**config.mk**
```make
export PLATFORM = sky130hd
export DESIGN_NAME = seq_multiplier
export DESIGN_NICKNAME = d
export VERILOG_FILES = /design/src/rtl/seq_multiplier.sv
export SDC_FILE = /design/constraint.sdc
export NUM_CORES = 1
export LEC_CHECK = 0
export BUFFER_PORTS_ARGS = -buffer_cell sky130_fd_sc_hd__buf_4
export CORE_MARGIN = 2
export CORE_UTILIZATION = 25
export CTS_BUF_LIST = sky130_fd_sc_hd__clkbuf_16
export CTS_CLUSTER_SIZE = 30
export DETAILED_ROUTE_END_ITERATION = 16
export MAX_ROUTING_LAYER = met4
export SLEW_MARGIN = 40
export SYNTH_ARGS = -nofsm -noshare
export SYNTH_HDL_FRONTEND = slang
export SYNTH_SLANG_ARGS = --single-unit
```
**constraint.sdc**
```tcl
create_clock -name clk -period 4 [get_ports clk]
set_clock_uncertainty 0.1 [all_clocks]
set_input_delay 0.2 -clock clk [delete_from_list [all_inputs] [get_ports clk]]
set_output_delay 0.2 -clock clk [all_outputs]
set_load 0.02 [all_outputs]
```
**src/rtl/seq_multiplier.sv**
```systemverilog
// Iterative radix-2 shift-add multiplier producing a full 2N-bit product, signed or unsigned.
// Latency N+1 cycles from accepted start to finish; start is ignored while busy.
module seq_multiplier #(
   parameter int N = 16
) (
   input  logic         clk,
   input  logic         reset,
   input  logic         start,
   input  logic [N-1:0] a_in,
   input  logic [N-1:0] b_in,
   input  logic         signed_mode,
   output logic [N-1:0] out,
   output logic [N-1:0] out_hi,
   output logic         overflow,
   output logic         busy,
   output logic         finish
);

   localparam int CW = $clog2(N);

   typedef enum logic [1:0] {IDLE, CALC, FIN, DONE} state_t;

   state_t         state_q;
   logic [N-1:0]   a_q, b_q;
   logic           sgn_q, neg_q;
   logic [2*N:0]   acc_q;
   logic [CW-1:0]  cnt_q;
   logic [N-1:0]   out_q, hi_q;
   logic           ov_q, busy_q, fin_q;

   logic [N-1:0]   a_mag_d, b_mag_d;
   logic [N:0]     sum_d;
   logic [2*N:0]   acc_d;
   logic [2*N-1:0] prod_d;
   logic           ov_d;

   always_comb begin
      a_mag_d = (signed_mode && a_in[N-1]) ? (~a_in) + N'(1) : a_in;
      b_mag_d = (signed_mode && b_in[N-1]) ? (~b_in) + N'(1) : b_in;
      // Upper half carries into the spare MSB, so the shift never loses a bit.
      sum_d   = acc_q[2*N:N] + {1'b0, a_q};
      acc_d   = b_q[cnt_q] ? ({sum_d, acc_q[N-1:0]} >> 1) : (acc_q >> 1);
      prod_d  = (sgn_q && neg_q) ? (~acc_q[2*N-1:0]) + (2*N)'(1) : acc_q[2*N-1:0];
      if (sgn_q)
         ov_d = (prod_d[2*N-1:N] != {N{prod_d[N-1]}});
      else
         ov_d = |prod_d[2*N-1:N];
   end

   always_ff @(posedge clk or posedge reset) begin
      if (reset) begin
         state_q <= IDLE;
         a_q     <= '0;
         b_q     <= '0;
         sgn_q   <= 1'b0;
         neg_q   <= 1'b0;
         acc_q   <= '0;
         cnt_q   <= '0;
         out_q   <= '0;
         hi_q    <= '0;
         ov_q    <= 1'b0;
         busy_q  <= 1'b0;
         fin_q   <= 1'b0;
      end else begin
         case (state_q)
            IDLE, DONE: begin
               if (start) begin
                  a_q     <= a_mag_d;
                  b_q     <= b_mag_d;
                  sgn_q   <= signed_mode;
                  neg_q   <= signed_mode & (a_in[N-1] ^ b_in[N-1]);
                  acc_q   <= '0;
                  cnt_q   <= '0;
                  busy_q  <= 1'b1;
                  fin_q   <= 1'b0;
                  state_q <= CALC;
               end
            end
            CALC: begin
               acc_q <= acc_d;
               cnt_q <= cnt_q + CW'(1);
               if (cnt_q == CW'(N-1))
                  state_q <= FIN;
            end
            FIN: begin
               out_q   <= prod_d[N-1:0];
               hi_q    <= prod_d[2*N-1:N];
               ov_q    <= ov_d;
               busy_q  <= 1'b0;
               fin_q   <= 1'b1;
               state_q <= DONE;
            end
            default: state_q <= IDLE;
         endcase
      end
   end

   assign out      = out_q;
   assign out_hi   = hi_q;
   assign overflow = ov_q;
   assign busy     = busy_q;
   assign finish   = fin_q;

endmodule

```
# --- Word level (Yosys, flattened, before mapping) ---
# Index checks and enable logic that the tools add are counted.
classes:
  multipliers: 0
  bitwise: 5
  n_eq_ne: 7
  n_addsub: 5
  order_cmp: 1
  div_mod_pow: 0
  reduce_logical: 12
  muxes: 18
  n_shift: 0
ops:
  columns: ["op", "n"]
  rows:
  - ["$pmux W33 S2", 1]
  - ["$mux W32", 2]
  - ["$mux W33", 1]
  - ["$add A16 B1 Y16 const B", 2]
  - ["$add A32 B1 Y32 const B", 1]
  - ["$mux W16", 2]
  - ["$not A16 Y16", 2]
  - ["$not A32 Y32", 1]
  - ["$add A17 B16 Y17", 1]
  - ["$ne A16 B16 Y1", 1]
  - ["$reduce_or A16 Y1", 1]
  - ["$pmux W4 S2", 1]
  - ["$reduce_and A2 Y1", 4]
  - ["$pmux W2 S3", 1]
  - ["$lt A4 B5 Y1 const B", 1]
  - ["$add A4 B1 Y4 const B", 1]
  - ["$bmux W1 S4", 1]
  - ["$eq A2 B2 Y1 const B", 2]
  - ["$eq A4 B4 Y1 const B", 1]
  - ["$mux W1", 4]
  - ["$mux W2", 2]
  - ["$mux W4", 1]
  - ["$ne A2 B2 Y1 const B", 2]
  - ["$pmux W1 S2", 2]
  - ["7 further kinds", 10]
totals:
  latchBits: 0
  out_inout_bits: 35
  romBits: 0
  ff_bits: 108
  wordCells: 60
  mem_bits_rw: 0
  mem_count: 0

# --- Logic depth before layout (Yosys ltp) ---
depth:
  word_depth: 5
  depth_mapped: 11

# --- Worst setup path before layout ---
# No wires, ideal clock.
synth_timing:
  path_type: "reg-to-reg"
  startpoint: "reg acc_q[17]"
  endpoint: "reg acc_q[29]"
  period_less_slack_ps: 2980
  path_buffers: 1
  t_required_ps: 3817
  setup_slack_ps: 1020
  setup_ps: 83
  stages_incl_launch_ff: 12
  t_arrival_ps: 2798
  path_cell_list: "dfrtp_1 clkbuf_1 inv_1 fa_1 nor2b_1 o31a_1 or4_1 a31o_2 o41ai_1 o21ai_0 mux2_2 o21ai_0"
synth_between:
  elab_chain_len: 3
synth_lines:
  columns: ["element", "line_no", "rtl"]
  rows:
  - ["start, declared", "26", "logic [2*N:0] acc_q;"]
  - ["start signal, assigned", "57", "acc_q <= '0;"]
  - ["start signal, assigned", "72", "acc_q <= '0;"]
  - ["start signal, assigned", "80", "acc_q <= acc_d;"]
  - ["$add A17 B16 Y17", "41", "sum_d = acc_q[2*N:N] + {1'b0, a_q};"]
  - ["$mux W32", "42", "acc_d = b_q[cnt_q] ? ({sum_d, acc_q[N-1:0]} >> 1) : (acc_q >> 1);"]
  - ["$pmux W33 S2", "65", "case (state_q)"]
# No other way between the ends.
# A chain may end at the register's enable or synchronous reset.

# --- Worst setup path after layout ---
layout_timing:
  startpoint: "reg acc_q[16]"
  endpoint: "reg acc_q[29]"
# Same word-level chain as after synthesis.

==> summary.txt <==
Synthesis
  • Sequential fraction of the synthesis area: 0.4157
  • Async set or reset register ratio after synthesis: 1.000
  • Netlist cell types: 55
  • EDFF count, synth: 0
  • Post-synthesis cell area: ~6400 um2
  • Avg Cell Area, Syn: 8.934 um2
  • Synth Net Count: 781
  • Register bit count reported by yosys: 107
  • Yosys Warn Count: 0
  • Most used DFF post-synth: dfrtp_1
  • Post-Synthesis Cells: 721

Timing
  • Final Max Slew Viols: 0
  • Slew HR: 0.5190
  • Final hold violations: 0
  • Highest Clock Rate: 0.3001 GHz
  • Final TNS setup: 0 ns
  • Tmin final: 3.332 ns
  • RSZ-0062 raised after global routing: false
  • Final critical-path share of the clock period: 0.8330
  • Final Worst Setup Slack: 0.6680 ns
  • Final Setup Violations: 0
  • Worst slew pin tran: approximately 0.72 ns

Critical path
  • R2R Path Start: acc_q[16]$_DFFE_PP0P_
  • CP Class: reg2reg
  • R2R Setup Slk: 0.67 ns
  • CP Max Fanout: 13
  • Crit path buf inv count: 1
  • Worst path cell trace: ha_1 -> inv_1 -> fa_1 -> nor2b_1 -> o31a_1 -> or4_1 -> a31o_2 -> o41ai_1 -> o21ai_0 -> mux2_2 -> o21ai_0
  • FF-to-FF End: acc_q[29]$_DFFE_PP0P_
  • Worst Setup SP: acc_q[16]$_DFFE_PP0P_
  • CP arrival: 3.50 ns
  • Crit-path max cell delay: around 0.52 ns
  • R2r worst-path depth: 11
  • Worst path required time: about 4.2 ns
  • CP dominant cell by count: o21ai_0
  • Critical Path Start Type: register
  • Crit-path leading delay family: compound AO/OA/AOI/OAI gates
  • Critical Path End Type: register
  • Slowest cell on crit path: dfrtp_1

Layout
  • Layout cells sized above 1: 0.1495
  • Post-Layout Cell Count: 1106
  • Post-layout instance area: 7665 um2
  • Antenna diodes: 0
  • Number of fillers in the final layout: around 2700
  • Layout area overhead: 19.00%
  • Post-layout nets: 831

Clock tree
  • Clock sink count: 107
  • H-tree depth: 3
  • Post-CTS setup buffers: 0
  • CTS max path bufs: 2
  • TritonCTS clock tree: built
  • Num CTS Buffers: 9
  • Post-CTS sizing: 0
  • Clk Latency, worst-skew pair: 0.35 ns
  • Clk root buf: clkbuf_16
  • Worst-path clk slew: 0.08 ns

Floorplan
  • # IOs: 71
  • DIE WIDTH: around 160 um
  • Die area: 27070 um2
  • Core ar.: about 25000 um2
  • Die Y: around 160 um
  • Starting density of the core: 0.2551
  • Rows: 58

Power and ir drop
  • Pwr/cell area: roughly 830 nW/um2
  • Worst vdd ir: 0.3935 mV
  • Power Total: 6328 uW
  • Static Leakage: 0.003259 uW

Place
  • DP Area: 7321 um2
  • Port buffer count: 70
  • GPL Wtd Cong: 0.8875
  • Post-Place Worst Slack: around 0.67 ns
  • Dpl cells: 1088
  • Detailed placer's ending HPWL: 11770 um

Global routing
  • Initial antenna violation count: 0
  • Met3 usage: 0.02185
  • Global-route wire length before repair: roughly 27000 um
  • Most Crowded Layer GR: met2
  • M2 GR Usage: 0.1911
  • Total grt overflow: 0
  • GRT met1 Usage: 0.1791
  • Number of global-route vias before repair: 5213
  • Largest net degree at the start of global routing: 68
  • Total track usage: 0.1271

Min path
  • Hold Path Class: in2reg
  • Hold Path Origin: b_in[15]
  • Hold Path End: b_q[15]$_DFFE_PP0P_
  • Hold Path Depth: 3

Route
  • Vias per cell: 4.883
  • Residual DRC: 0
  • Drt wl/cell: about 15 um
  • Total Wirelength: 16070 um
  • Antenna viol nets, final: 0
  • DRT Pass-1 Iters: 5
  • Number of vias after detailed routing: 5401
  • DRT iter0 DRCs: ~540

Flow run
  • # Max-Cap Violations: 0

Status
  • Outcome: complete, no violations
synth_stat cells (all sizes together) (3+ instances only):
cell type	n	area, um2
xor2	30	262.8
mux4	5	112.6
nand3	8	40.04
nor3	18	90.09
o41ai	5	43.79
nand2b	9	56.30
buf	4	17.52
nor2	71	266.5
a22o	19	166.4
xnor2	39	341.6
or4	7	56.30
or2	3	18.77
a211oi	3	27.52
and2	5	31.28
o31ai	9	67.56
a31oi	12	75.07
nand2	93	349.1
nor4	5	43.79
o21ai	67	335.3
mux2i	13	130.1
a41oi	8	70.07
clkbuf	35	132.6
mux2	4	45.04
or3	7	43.79
a21oi	58	290.3
ha	23	287.8
inv	18	67.56
o21a	3	22.52
dfrtp	107	2678
nand4	5	31.28
and3	5	31.28
routing by layer:
metal / wire length [um] / share of wire
met1: 8124 / 0.51
met3: 650 / 0.040
met5: 0 / 0
met2: 7149 / 0.44
met4: 148 / 0.0092
placed cells by master (no fill, tap or decap), types with 6 or more instances in the layout:
| cell type | count |
|---|---|
| clkbuf_16 | 9 |
| a31oi_1 | 12 |
| dfrtp_1 | 107 |
| xnor2_1 | 39 |
| nor2_1 | 71 |
| a22o_1 | 19 |
| or3_1 | 7 |
| nand2_1 | 91 |
| nand2b_1 | 9 |
| xor2_1 | 30 |
| o31ai_1 | 9 |
| buf_4 | 75 |
| mux2i_1 | 13 |
| a41oi_1 | 8 |
| a21oi_1 | 58 |
| or4_1 | 6 |
| nand3_1 | 8 |
| nor3_1 | 18 |
| ha_1 | 22 |
| o21ai_0 | 65 |
| inv_1 | 17 |
area by class of cell:
type                       count  area, um2  area share
clock buffer                   9      225.2     0.02938
clock inverter                 7      97.59     0.01273
inverter                      18      70.07    0.009141
multi-input combinational    557       3570      0.4657
sequential                   107       2678      0.3493
tap                          330      412.9     0.05387
timing repair buffer          78      611.8     0.07982
worst reg2reg max path, cell delays in order, from the launching register on:
cell and delay [ns]:
dfrtp_1 0.52, ha_1 0.27, inv_1 0.07, fa_1 0.20
nor2b_1 0.07, o31a_1 0.27, or4_1 0.46, a31o_2 0.24
o41ai_1 0.38, o21ai_0 0.20, mux2_2 0.30, o21ai_0 0.19
sequential cells by signal, indices dropped and copies added, names as in the netlist:
name / count
acc_q: 32
a_q: 16
b_q: 16
out: 16
out_hi: 16
cnt_q: 4
state_q: 2
busy: 1
finish: 1
neg_q: 1
overflow: 1
sgn_q: 1
logic make-up after synthesis:
kind of cell	Yosys count	share of synthesized area
compound gates	199	0.1915
xor+xnor	69	0.09382
fa+ha+maj	24	0.04779
buf+inv	57	0.03380
flops	107	0.4157
mux	22	0.04468
simple gates	243	0.1727
power by group:
part | switching, uW | internal, uW
Combinational | 2000 | 1390
Sequential | 435 | 1530
Clock | 421 | 553
Total | 2860 | 3470
timing repair:
action / 4_1_cts / 5_1_grt
hold buffers: 1 / 0
hold endpoints to repair: 29 / 0
endpoints found under the setup margin: 0 / 0
stage by stage:
step	hold WS [ns]	util
finish	0.01996	0.3035
CTS	0.01503	0.3031
floorplan	0.2360	-
detailed placement	0.1230	0.2899
global route	0.04148	0.3035
global placement	0.1194	0.2885
worst max path at each step:
stage,endpoint,slack [ns],cells past startpoint
after floorplan,a_q[0]$_DFFE_PP0P_,0.88,1
after global placement,overflow$_DFFE_PP0P_,0.73,8
after detailed placement,acc_q[29]$_DFFE_PP0P_,0.67,11
after CTS,acc_q[29]$_DFFE_PP0P_,0.66,11
after global routing,overflow$_DFFE_PP0P_,0.43,8
final,acc_q[29]$_DFFE_PP0P_,0.67,11
Note: power is estimated with default switching activity, not from simulation.
